$ cat src/rtl/lcb_responder.sv
// lcb_responder: RS485 request/response slave.
// Receives a 4-byte request (A5, CYC, CNT, CHK). If the request is valid it
// drives the bus and answers with 5A, CYC, CNT bytes read from data RAM at
// CYC*32+i, and an XOR checksum. Rejected or timed-out requests bump a
// saturating error counter.
//
// Ports:
//   clk, rst            clock, async active-high reset
//   iRxData, iRxValid   received byte + one-cycle strobe
//   oRdAddr, oRdEn      RAM read port; iRdData valid one cycle after oRdEn
//   iRdData             RAM read data
//   oTxData, oTxStart   byte + start strobe to the UART transmitter
//   iTxReady            transmitter idle
//   oDirTX, oDirRX      RS485 driver enable / receiver disable
//   oBusy               FSM not in IDLE
//   oErrCnt             saturating rejected-request count
module lcb_responder #(
    parameter int TIMEOUT = 800,
    parameter int GUARD   = 80,
    parameter int MAXCNT  = 32
) (
    input  logic        clk,
    input  logic        rst,
    input  logic [7:0]  iRxData,
    input  logic        iRxValid,
    output logic [10:0] oRdAddr,
    output logic        oRdEn,
    input  logic [7:0]  iRdData,
    output logic [7:0]  oTxData,
    output logic        oTxStart,
    input  logic        iTxReady,
    output logic        oDirTX,
    output logic        oDirRX,
    output logic        oBusy,
    output logic [7:0]  oErrCnt
);

    localparam int TW = $clog2(TIMEOUT + GUARD + 2);
    localparam logic [TW-1:0] TMO  = TW'(TIMEOUT);
    localparam logic [TW-1:0] GEND = TW'(GUARD - 1);

    typedef enum logic [3:0] {
        IDLE, RX_CYC, RX_CNT, RX_CHK, GUARD_ON, TX_HDR, TX_CYC,
        FETCH, TX_DATA, TX_CHK, GUARD_OFF
    } state_t;

    state_t        state_q, state_d;
    logic [7:0]    cyc_q, cyc_d, cnt_q, cnt_d, idx_q, idx_d;
    logic [7:0]    acc_q, acc_d, rd_q, rd_d;
    logic [TW-1:0] timer_q, timer_d;
    logic          armed_q, armed_d, sent_q, sent_d;
    logic [7:0]    tx_data_d, err_d;
    logic [10:0]   rd_addr_d;
    logic          tx_start_d, rd_en_d, dir_tx_d, dir_rx_d, busy_d;
    logic          err_inc, tx_go, chk_ok;
    logic [7:0]    cyc6;

    assign cyc6   = {2'b00, cyc_q[5:0]};
    // Request checksum covers the raw CYC byte, including its ignored top bits.
    assign chk_ok = (iRxData == (8'hA5 ^ cyc_q ^ cnt_q)) &&
                    (cnt_q != 8'd0) && (cnt_q <= 8'(MAXCNT));
    // armed: transmitter has been seen busy since our last strobe, so a
    // high iTxReady now really means the previous byte is gone.
    assign tx_go  = iTxReady & armed_q;

    always_ff @(posedge clk or posedge rst) begin
        if (rst) begin
            state_q  <= IDLE;
            cyc_q    <= '0;
            cnt_q    <= '0;
            idx_q    <= '0;
            acc_q    <= '0;
            rd_q     <= '0;
            timer_q  <= '0;
            armed_q  <= 1'b1;
            sent_q   <= 1'b0;
            oTxData  <= '0;
            oTxStart <= 1'b0;
            oRdAddr  <= '0;
            oRdEn    <= 1'b0;
            oDirTX   <= 1'b0;
            oDirRX   <= 1'b0;
            oBusy    <= 1'b0;
            oErrCnt  <= '0;
        end else begin
            state_q  <= state_d;
            cyc_q    <= cyc_d;
            cnt_q    <= cnt_d;
            idx_q    <= idx_d;
            acc_q    <= acc_d;
            rd_q     <= rd_d;
            timer_q  <= timer_d;
            armed_q  <= armed_d;
            sent_q   <= sent_d;
            oTxData  <= tx_data_d;
            oTxStart <= tx_start_d;
            oRdAddr  <= rd_addr_d;
            oRdEn    <= rd_en_d;
            oDirTX   <= dir_tx_d;
            oDirRX   <= dir_rx_d;
            oBusy    <= busy_d;
            oErrCnt  <= err_d;
        end
    end

    always_comb begin
        state_d    = state_q;
        cyc_d      = cyc_q;
        cnt_d      = cnt_q;
        idx_d      = idx_q;
        acc_d      = acc_q;
        rd_d       = rd_q;
        timer_d    = timer_q;
        armed_d    = armed_q | ~iTxReady;
        sent_d     = sent_q;
        tx_data_d  = oTxData;
        tx_start_d = 1'b0;
        rd_addr_d  = oRdAddr;
        rd_en_d    = 1'b0;
        dir_tx_d   = oDirTX;
        dir_rx_d   = oDirRX;
        err_inc    = 1'b0;

        case (state_q)
            IDLE: begin
                if (iRxValid && iRxData == 8'hA5) begin
                    state_d = RX_CYC;
                    timer_d = '0;
                end
            end
            RX_CYC, RX_CNT, RX_CHK: begin
                if (iRxValid) begin
                    timer_d = '0;
                    case (state_q)
                        RX_CYC: begin
                            cyc_d   = iRxData;
                            state_d = RX_CNT;
                        end
                        RX_CNT: begin
                            cnt_d   = iRxData;
                            state_d = RX_CHK;
                        end
                        default: begin
                            if (chk_ok) begin
                                state_d  = GUARD_ON;
                                dir_tx_d = 1'b1;
                                dir_rx_d = 1'b1;
                            end else begin
                                state_d = IDLE;
                                err_inc = 1'b1;
                            end
                        end
                    endcase
                end else if (timer_q == TMO) begin
                    state_d = IDLE;
                    err_inc = 1'b1;
                end else begin
                    timer_d = timer_q + TW'(1);
                end
            end
            GUARD_ON: begin
                if (timer_q == GEND) state_d = TX_HDR;
                else                 timer_d = timer_q + TW'(1);
            end
            TX_HDR: begin
                if (tx_go) begin
                    tx_start_d = 1'b1;
                    tx_data_d  = 8'h5A;
                    acc_d      = 8'h5A;
                    armed_d    = 1'b0;
                    state_d    = TX_CYC;
                end
            end
            TX_CYC: begin
                if (tx_go) begin
                    tx_start_d = 1'b1;
                    tx_data_d  = cyc6;
                    acc_d      = acc_q ^ cyc6;
                    armed_d    = 1'b0;
                    idx_d      = '0;
                    timer_d    = '0;
                    state_d    = FETCH;
                end
            end
            FETCH: begin
                // timer sequences the read: issue, wait, capture.
                if (timer_q == TW'(0)) begin
                    rd_en_d   = 1'b1;
                    rd_addr_d = {cyc_q[5:0], 5'b00000} + 11'(idx_q);
                    timer_d   = TW'(1);
                end else if (timer_q == TW'(1)) begin
                    timer_d = TW'(2);
                end else begin
                    rd_d    = iRdData;
                    state_d = TX_DATA;
                end
            end
            TX_DATA: begin
                if (tx_go) begin
                    tx_start_d = 1'b1;
                    tx_data_d  = rd_q;
                    acc_d      = acc_q ^ rd_q;
                    armed_d    = 1'b0;
                    idx_d      = idx_q + 8'd1;
                    timer_d    = '0;
                    if (idx_q + 8'd1 < cnt_q) begin
                        state_d = FETCH;
                    end else begin
                        state_d = TX_CHK;
                        sent_d  = 1'b0;
                    end
                end
            end
            TX_CHK: begin
                // First wait to send CHK, then wait for it to leave the line.
                if (!sent_q) begin
                    if (tx_go) begin
                        tx_start_d = 1'b1;
                        tx_data_d  = acc_q;
                        armed_d    = 1'b0;
                        sent_d     = 1'b1;
                    end
                end else if (tx_go) begin
                    state_d = GUARD_OFF;
                    timer_d = '0;
                end
            end
            GUARD_OFF: begin
                if (timer_q == GEND) begin
                    dir_tx_d = 1'b0;
                    dir_rx_d = 1'b0;
                    state_d  = IDLE;
                end else begin
                    timer_d = timer_q + TW'(1);
                end
            end
            default: state_d = IDLE;
        endcase

        busy_d = (state_d != IDLE);
        err_d  = (err_inc && oErrCnt != 8'hFF) ? oErrCnt + 8'd1 : oErrCnt;
    end

endmodule

$ cat config.mk
export PLATFORM = sky130hd
export DESIGN_NAME = lcb_responder
export DESIGN_NICKNAME = d
export VERILOG_FILES = /design/src/rtl/lcb_responder.sv
export SDC_FILE = /design/constraint.sdc
export NUM_CORES = 1
export LEC_CHECK = 0
export CORE_MARGIN = 1
export CORE_UTILIZATION = 50
export CTS_BUF_LIST = sky130_fd_sc_hd__clkbuf_8
export CTS_CLUSTER_DIAMETER = 100
export DETAILED_ROUTE_END_ITERATION = 6
export PLACE_DENSITY = 0.72
export SYNTH_ARGS = -nofsm -noshare
export SYNTH_HDL_FRONTEND = slang
export SYNTH_SLANG_ARGS = --single-unit
$ cat constraint.sdc
create_clock -name clk -period 7.5 [get_ports clk]
set_input_delay 1.125 -clock clk [delete_from_list [all_inputs] [get_ports clk]]
set_output_delay 1.125 -clock clk [all_outputs]
set_load 0.02 [all_outputs]
==> results by group <==
Synthesis
  – Post-Syn Area per Cell: 10.1 um2
  – Leading area contributor after synthesis: dfrtp_1
  – Post-synth top area share: 44.5%
  – EDFF count, synth: 0
  – Syn. warnings: 0
  – Synthesized netlist cell count: 478
  – Synth async-reset ratio: 100%
  – Post-synthesis sequential area ratio: 45.1%
  – Largest cells by area after synthesis: dfrtp_1 45%, mux2_2 5.6%, ha_1 3.9%, nand2_1 3.8%, o21ai_0 2.9%
  – Mapped Area: 4830 um2
  – Netlist cell types: 59
  – Ys flop type: dfrtp_1
  – Synthesis-stage register bit count: just under 90
  – Syn Nets: 514

STA
  – Count of pins over their slew limit: 0
  – Worst slew pin tran: 1110 ps
  – Setup_tns: 0 ps
  – Clock Skew: 12.7 ps
  – Fmax: 0.300 GHz
  – Min cycle time layout: 3330 ps
  – Period utilization: 44.4%
  – Final hold violation count: 0
  – Slew Limit Headroom: approximately a quarter
  – Final setup violation count: 0
  – RSZ-0062 raised after global routing: false

Worst hold path
  – Worst hold path cell count: 2
  – Worst Min Path Start: oRdAddr[5]
  – WHS Endpoint: oRdAddr[5]
  – HP Class: flip-flop to flip-flop

Critical path
  – Reg2reg start: idx_q[0]
  – Register-to-Register Path Depth: 10
  – CP endpoint kind: flip-flop
  – CP Max Fanout: 13
  – Setup CP Type: input port to flip-flop
  – Critical Path RT: 7760 ps
  – Critical R2R Capture: oBusy
  – Worst R2R Setup Slack: 4270 ps
  – Critical Path AT: 3590 ps
  – CP startpoint kind: input port

Clocking
  – Worst-skew pair later-pin latency: 370 ps
  – Worst-path clk slew: 100 ps
  – Hold buffer count at cts: 0
  – Setup Fix Bufs, Post-CTS: 0
  – Htree depth: 3
  – CTS Buf Count: 9
  – CTS tree: done
  – # resized after CTS: 0
  – CTS Sinks: 87
  – Root buf cell: clkbuf_8
  – Clock buffer depth: 2

Die
  – Die area: 10100 um2
  – # IOs: 52
  – Initial Util: 52.1%
  – Num rows: 35
  – Core area: 9280 um2
  – Die Wd: 100 um
  – Die Ht: 100 um

Pwr
  – Power Internal: 0.943 mW
  – Leak: 2.46 nW
  – Comb power frac: between 30% and 40%
  – P per Cell Area: between 200 and 300 nW/um2
  – VDD IR max: 0.000126 V
  – Net Sw Power: 0.497 mW
  – Register share of total power: a little under half
  – Sw Share: 34.5%
  – Clk pwr share: 24.7%

Routing
  – # DRC: 0
  – Per-cell routed wire length: approximately 17 um
  – Drt total wl: 11000 um
  – Total number of vias: 3850
  – Detail Route Antenna Nets: 0
  – 1st-iter DRT viols: 236
  – Vias per cell: 5.91
  – Detailed Routing Iterations Pass 1: 5

GRT
  – Largest net degree at the start of global routing: 57
  – All-Layer GR Usage: a little under a quarter
  – Initial antenna violation count: 0
  – Vias in the first global route: about 3700
  – Grt ovf: 0
  – First-pass GRT wire length: approximately 18000 um

Finish
  – Layout Nets: 553
  – Layout cells sized above 1: 9.58%
  – Post-route design area: 5630 um2
  – Largest register FFs: 11
  – Fin util: 60.6%
  – Layout area overhead: 16.4%
  – Most flops, register: oRdAddr
  – Top Registers: oRdAddr (11), timer_q (10)
  – # fillers: 814
  – Antenna diodes: 0

Placed design
  – Routability cong.: between 0.8 and 0.9
  – IO buf count: 51
  – Detailed-placement wirelength estimate: 7820 um
  – Placed inst area: 5410 um2

Outcome
  – Status: finished clean

Job
  – Max_cap viols: 0
==> critical path, stage by stage <==
cell and delay, ps:
clkdlybuf4s50_1 650, nand4b_1 170, nor4_1 410, o32a_1 280, nand4b_4 210, or2_1 380, o41ai_1 360
==> stage by stage <==
stage	setup WS (ps)	cells	power, mW	hold slack, ps
after detailed placement	3790	635	1.09	464
after CTS	4190	651	1.45	486
final	4170	651	1.44	479
after global placement	3940	635	1.07	458
after floorplan	4130	478	0.964	451
after global routing	4010	651	1.52	505
==> power by group through the flow <==
stage | Sequential [mW] | Combinational (mW) | Clock, mW
after floorplan | 0.618 | 0.346 | 0
after global placement | 0.655 | 0.420 | 0
after detailed placement | 0.657 | 0.434 | 0
after CTS | 0.649 | 0.437 | 0.362
after global routing | 0.664 | 0.481 | 0.380
final | 0.649 | 0.436 | 0.355
==> how the worst max path moves through the flow <==
stage,start,end,slack [ps],depth (start not counted)
floorplan,rst,acc_q[0],4130,1
global placement,iRxValid,timer_q[8],3940,7
detailed placement,iRxValid,timer_q[8],3790,7
CTS,iRxValid,timer_q[8],4190,7
global route,iRxValid,timer_q[8],4010,7
finish,iRxValid,timer_q[8],4170,7
==> metal layers <==
| metal | part of all wire [%] | wire (um) | vias up | GRT usage [%] |
|---|---|---|---|---|
| li1 | - | - | 1839 | - |
| met1 | 46 | 5110 | 1868 | 32.1 |
| met2 | 48 | 5230 | 128 | 38.0 |
| met3 | 4.3 | 471 | 15 | 3.69 |
| met4 | 1.8 | 197 | 0 | 9.25 |
| met5 | 0 | 0 | - | 0 |
==> Yosys cell counts (4+ instances only) <==
| library cell | n |
|---|---|
| a21oi_1 | 20 |
| a22o_1 | 14 |
| a22oi_1 | 8 |
| a31oi_1 | 9 |
| a41oi_1 | 5 |
| and2_1 | 5 |
| and3_1 | 10 |
| clkbuf_1 | 21 |
| dfrtp_1 | 86 |
| ha_1 | 15 |
| inv_1 | 17 |
| mux2_2 | 24 |
| nand2_1 | 49 |
| nand2b_1 | 5 |
| nand3_1 | 17 |
| nand4_1 | 10 |
| nor2_1 | 32 |
| nor2b_1 | 12 |
| nor4_1 | 4 |
| o21ai_0 | 28 |
| o221ai_1 | 4 |
| o22ai_1 | 4 |
| o31ai_1 | 5 |
| o41ai_1 | 4 |
| or4_1 | 4 |
| xnor2_1 | 8 |
| xnor3_1 | 4 |
| xor2_1 | 8 |
==> cells by family (layout without fill, tap and decap cells) <==
kind of cell             after synthesis  in the layout  share of synthesized area (%)
AND/OR/NAND/NOR                      165            165                           17.8
AO/OA/AOI/OAI                        122            122                           17.6
flip-flops                            87             87                           45.1
buffers and inverters                 41             85                           3.44
multiplexers                          24             24                           5.59
XOR/XNOR                              23             23                           6.24
adder cells (fa/ha/maj)               16             16                           4.30
==> cell usage in the layout, fill, tap and decap left out, types with 3 or more instances in the layout <==
cell type / synthesis / routed
or4_1: 4 / 4
o31ai_1: 5 / 5
nand4_1: 10 / 10
and2_1: 5 / 5
xnor3_1: 4 / 4
nor4_1: 4 / 4
dfrtp_1: 86 / 86
a21oi_1: 20 / 20
o41ai_1: 4 / 4
a22o_1: 14 / 14
o22ai_1: 4 / 4
nor2b_1: 12 / 12
xor2_1: 8 / 8
xor3_1: 3 / 3
nand2_1: 49 / 49
mux2_2: 24 / 24
and3_1: 10 / 10
nand3b_1: 3 / 3
nand3_1: 17 / 17
a21o_1: 3 / 3
o21ai_0: 28 / 28
a22oi_1: 8 / 8
a31oi_1: 9 / 9
nor2_1: 32 / 32
nand4b_1: 3 / 3
inv_1: 17 / 16
xnor2_1: 8 / 8
clkdlybuf4s50_1: 0 / 51
clkbuf_8: 0 / 11
a41oi_1: 5 / 5
ha_1: 15 / 15
o221ai_1: 4 / 4
nand2b_1: 5 / 5
==> cell type report <==
cell class	instances	area, um2	area share (%)
repair buffers	52	518	9.20
inverters	17	65.1	1.16
clock inverters	5	63.8	1.13
clock buffers	11	151	2.69
multi-input cells	350	2490	44.2
flip-flops and latches	87	2180	38.7
well taps	129	161	2.87
Power figures use the tool's default switching activity.
==> variant (config.mk and constraints unchanged) <==
The 11 states of `state_t` get a one-hot encoding in 11 bits.
--- a/src/rtl/lcb_responder.sv
+++ b/src/rtl/lcb_responder.sv
@@ -40,7 +40,7 @@
     localparam logic [TW-1:0] GEND = TW'(GUARD - 1);
 
-    typedef enum logic [3:0] {
-        IDLE, RX_CYC, RX_CNT, RX_CHK, GUARD_ON, TX_HDR, TX_CYC,
-        FETCH, TX_DATA, TX_CHK, GUARD_OFF
+    typedef enum logic [10:0] {
+        IDLE = 11'b00000000001, RX_CYC = 11'b00000000010, RX_CNT = 11'b00000000100, RX_CHK = 11'b00000001000, GUARD_ON = 11'b00000010000, TX_HDR = 11'b00000100000, TX_CYC = 11'b00001000000,
+        FETCH = 11'b00010000000, TX_DATA = 11'b00100000000, TX_CHK = 11'b01000000000, GUARD_OFF = 11'b10000000000
     } state_t;
 
Function: same outputs for any inputs over 4 cycles, from zero or initial values and one cycle with rst high; so few cycles prove little.
==> variant against the original RTL <==
Cell area rose by 5.5%; sequential cell count rose by 7; fmax fell by 3.4%; wire length rose by 7.5%; area after synthesis rose by 6.1%; first-iteration DRC count fell by 18%; setup slack got worse by 0.12 ns; worst hold slack got worse by 0.0055 ns; non-clock buffer count rose by 2.
Power is not compared: it rests on default switching activity, and its combinational part moved more than twofold at a synthesized area within 25%.
==> variant: results (changes against the original RTL) <==
metric	value	unit	change
ctsResizeCount	0		unchanged
rr_startpoint	state_q[4]		was idx_q[0]
synth_nets	544		was 514
cts_buffer_depth	2		unchanged
holdWs	0.4732	ns	was 0.4788 ns
synth_compound_area_share	16.85	%	was 17.60%
worst-endpoint-arrival	3.76	ns	was 3.59 ns
routabilityCongestion	0.8806		was 0.8770
power.leakage	2.782	nW	
ys_warn_count	0		unchanged
ys_top_cells_by_area	dfrtp_1 45%, mux2_2 5.5%, ha_1 3.7%		was dfrtp_1 45%, mux2_2 5.6%, ha_1 3.9%
dp.final_hpwl	8.503	mm	was 7.822 mm
reg2reg_to	timer_q[9]		was oBusy
synthTopCellsByCount	92 x dfrtp_1, 38 x nand2_1, 38 x nor2_1		was 86 x dfrtp_1, 49 x nand2_1, 32 x nor2_1
hold_end	armed_q		was oRdAddr[5]
grt_pass1_vias	3892		was 3724
synth_xor_area_share	6.047	%	was 6.237%
post_cts_buffers	0		unchanged
fin_skew	0.01002	ns	was 0.01274 ns
antenna_found_initial	0		unchanged
slowest_stage	o31ai_2		was clkdlybuf4s50_1
yosysUniqueCellTypes	65		was 59
whs_path_depth	2		unchanged
min_path_type	reg -> reg		unchanged
drive_gt1_share	9.660	%	was 9.579%
p_sw	0.0002587	W	
grt_max_degree	67		was 57
synth-adder-area-share	4.048	%	was 4.296%
vias	4164		was 3850
clock_power_share	34.6	%	
port_buffers	51		unchanged
muxShareOfSynthArea	5.877	%	was 5.590%
crit_fanout	12		was 13
cp_top_family	simple AND/OR/NAND/NOR gates		unchanged
clkTransAtPathRegs	0.09	ns	
irDropWorstVdd	0.1004	mV	
slowest_delay	0.79	ns	was 0.65 ns
async_reset_ff_share	100.0	%	unchanged
finalNetCount	590		was 553
grt_pass1_wl	19.35	mm	was 18.49 mm
routedWlPerCell	17.09	µm	was 16.90 µm
root_buffer	clkbuf_8		unchanged
first_iter_violations	194		was 236
yosysSeqAreaShare	45.89	%	was 45.06%
clk_latency	0.38	ns	
outcome	complete, no violations		unchanged
antennaDiodeCount	0		unchanged
hold_start	armed_q		was oRdAddr[5]
tightest_slew	1.014	ns	was 1.111 ns
reg_top3	oRdAddr (11), state_q (11), timer_q (10)		was oRdAddr (11), timer_q (10)
r2r_cells	6		was 10
cts_max_level	3		unchanged
grt_util_all_layers	23.81	%	was 23.59%
r2r_slack	4.31	ns	was 4.27 ns
numCtsBuffers	9		unchanged
first_pass_iters	7		was 5
[variant: power by group through the flow]
stage | clock network, W | logic [W] | registers, W
after detailed placement | 0 | 0.000110 | 0.000535
after global placement | 0 | 0.000106 | 0.000534
after floorplan | 0 | 0.0000757 | 0.000531
final | 0.000336 | 0.000110 | 0.000524
after CTS | 0.000345 | 0.000110 | 0.000525
after global routing | 0.000365 | 0.000121 | 0.000526
[variant: layout make-up]
type,count,area (µm²)
clock inverters,7,66.31
fillers,833,3926
clock buffers,9,123.9
multi-input cells,378,2629
well taps,133,166.4
repair buffers,54,533.0
inverters,17,65.06
flip-flops and latches,94,2355
[variant: tightest hold or removal path: stages, from the launching register on]
cell	delay [ns]
dfstp_2	0.39
nand2_1	0.05
nand2_1	0.05
[variant: logic make-up after synthesis]
logic type                 Yosys count
DFF                                 94
xor gates and xnor gates            29
muxes                               27
AOI/OAI and AO/OA                  130
and+or+nand+nor                    176
adders and majority gates           16
buffers and inverters               36
[variant: how the worst max path moves through the flow]
stage	start	end	slack (ns)	depth (start not counted)
5_1_grt	iRxValid	timer_q[9]	3.92	5
3_3_place_gp	iRxValid	timer_q[9]	3.76	5
3_5_place_dp	iRxValid	timer_q[9]	3.69	5
4_1_cts	iRxValid	timer_q[9]	4.11	5
6_report	iRxValid	timer_q[9]	4.05	5
2_1_floorplan	rst	acc_q[0]	3.93	1
[variant: routing by layer]
layer | track usage [%] | vias up | share of wire, % | wire (µm)
met3 | 5.175 | 24 | 5.4 | 639
met1 | 32.29 | 2052 | 45 | 5329
met2 | 37.74 | 126 | 48 | 5627
met5 | 0 | - | 0 | 0
li1 | - | 1962 | - | -
met4 | 8.667 | 0 | 2.0 | 231
[variant: metrics by stage]
step	power, W	setup slack [ns]	instances	cell area, µm²
6_report	0.0009706	4.049	692	5938
2_1_floorplan	0.0006066	3.930	508	5131
3_3_place_gp	0.0006406	3.758	676	5748
3_5_place_dp	0.0006446	3.691	676	5748
4_1_cts	0.0009795	4.106	692	5938
5_1_grt	0.001012	3.919	692	5938
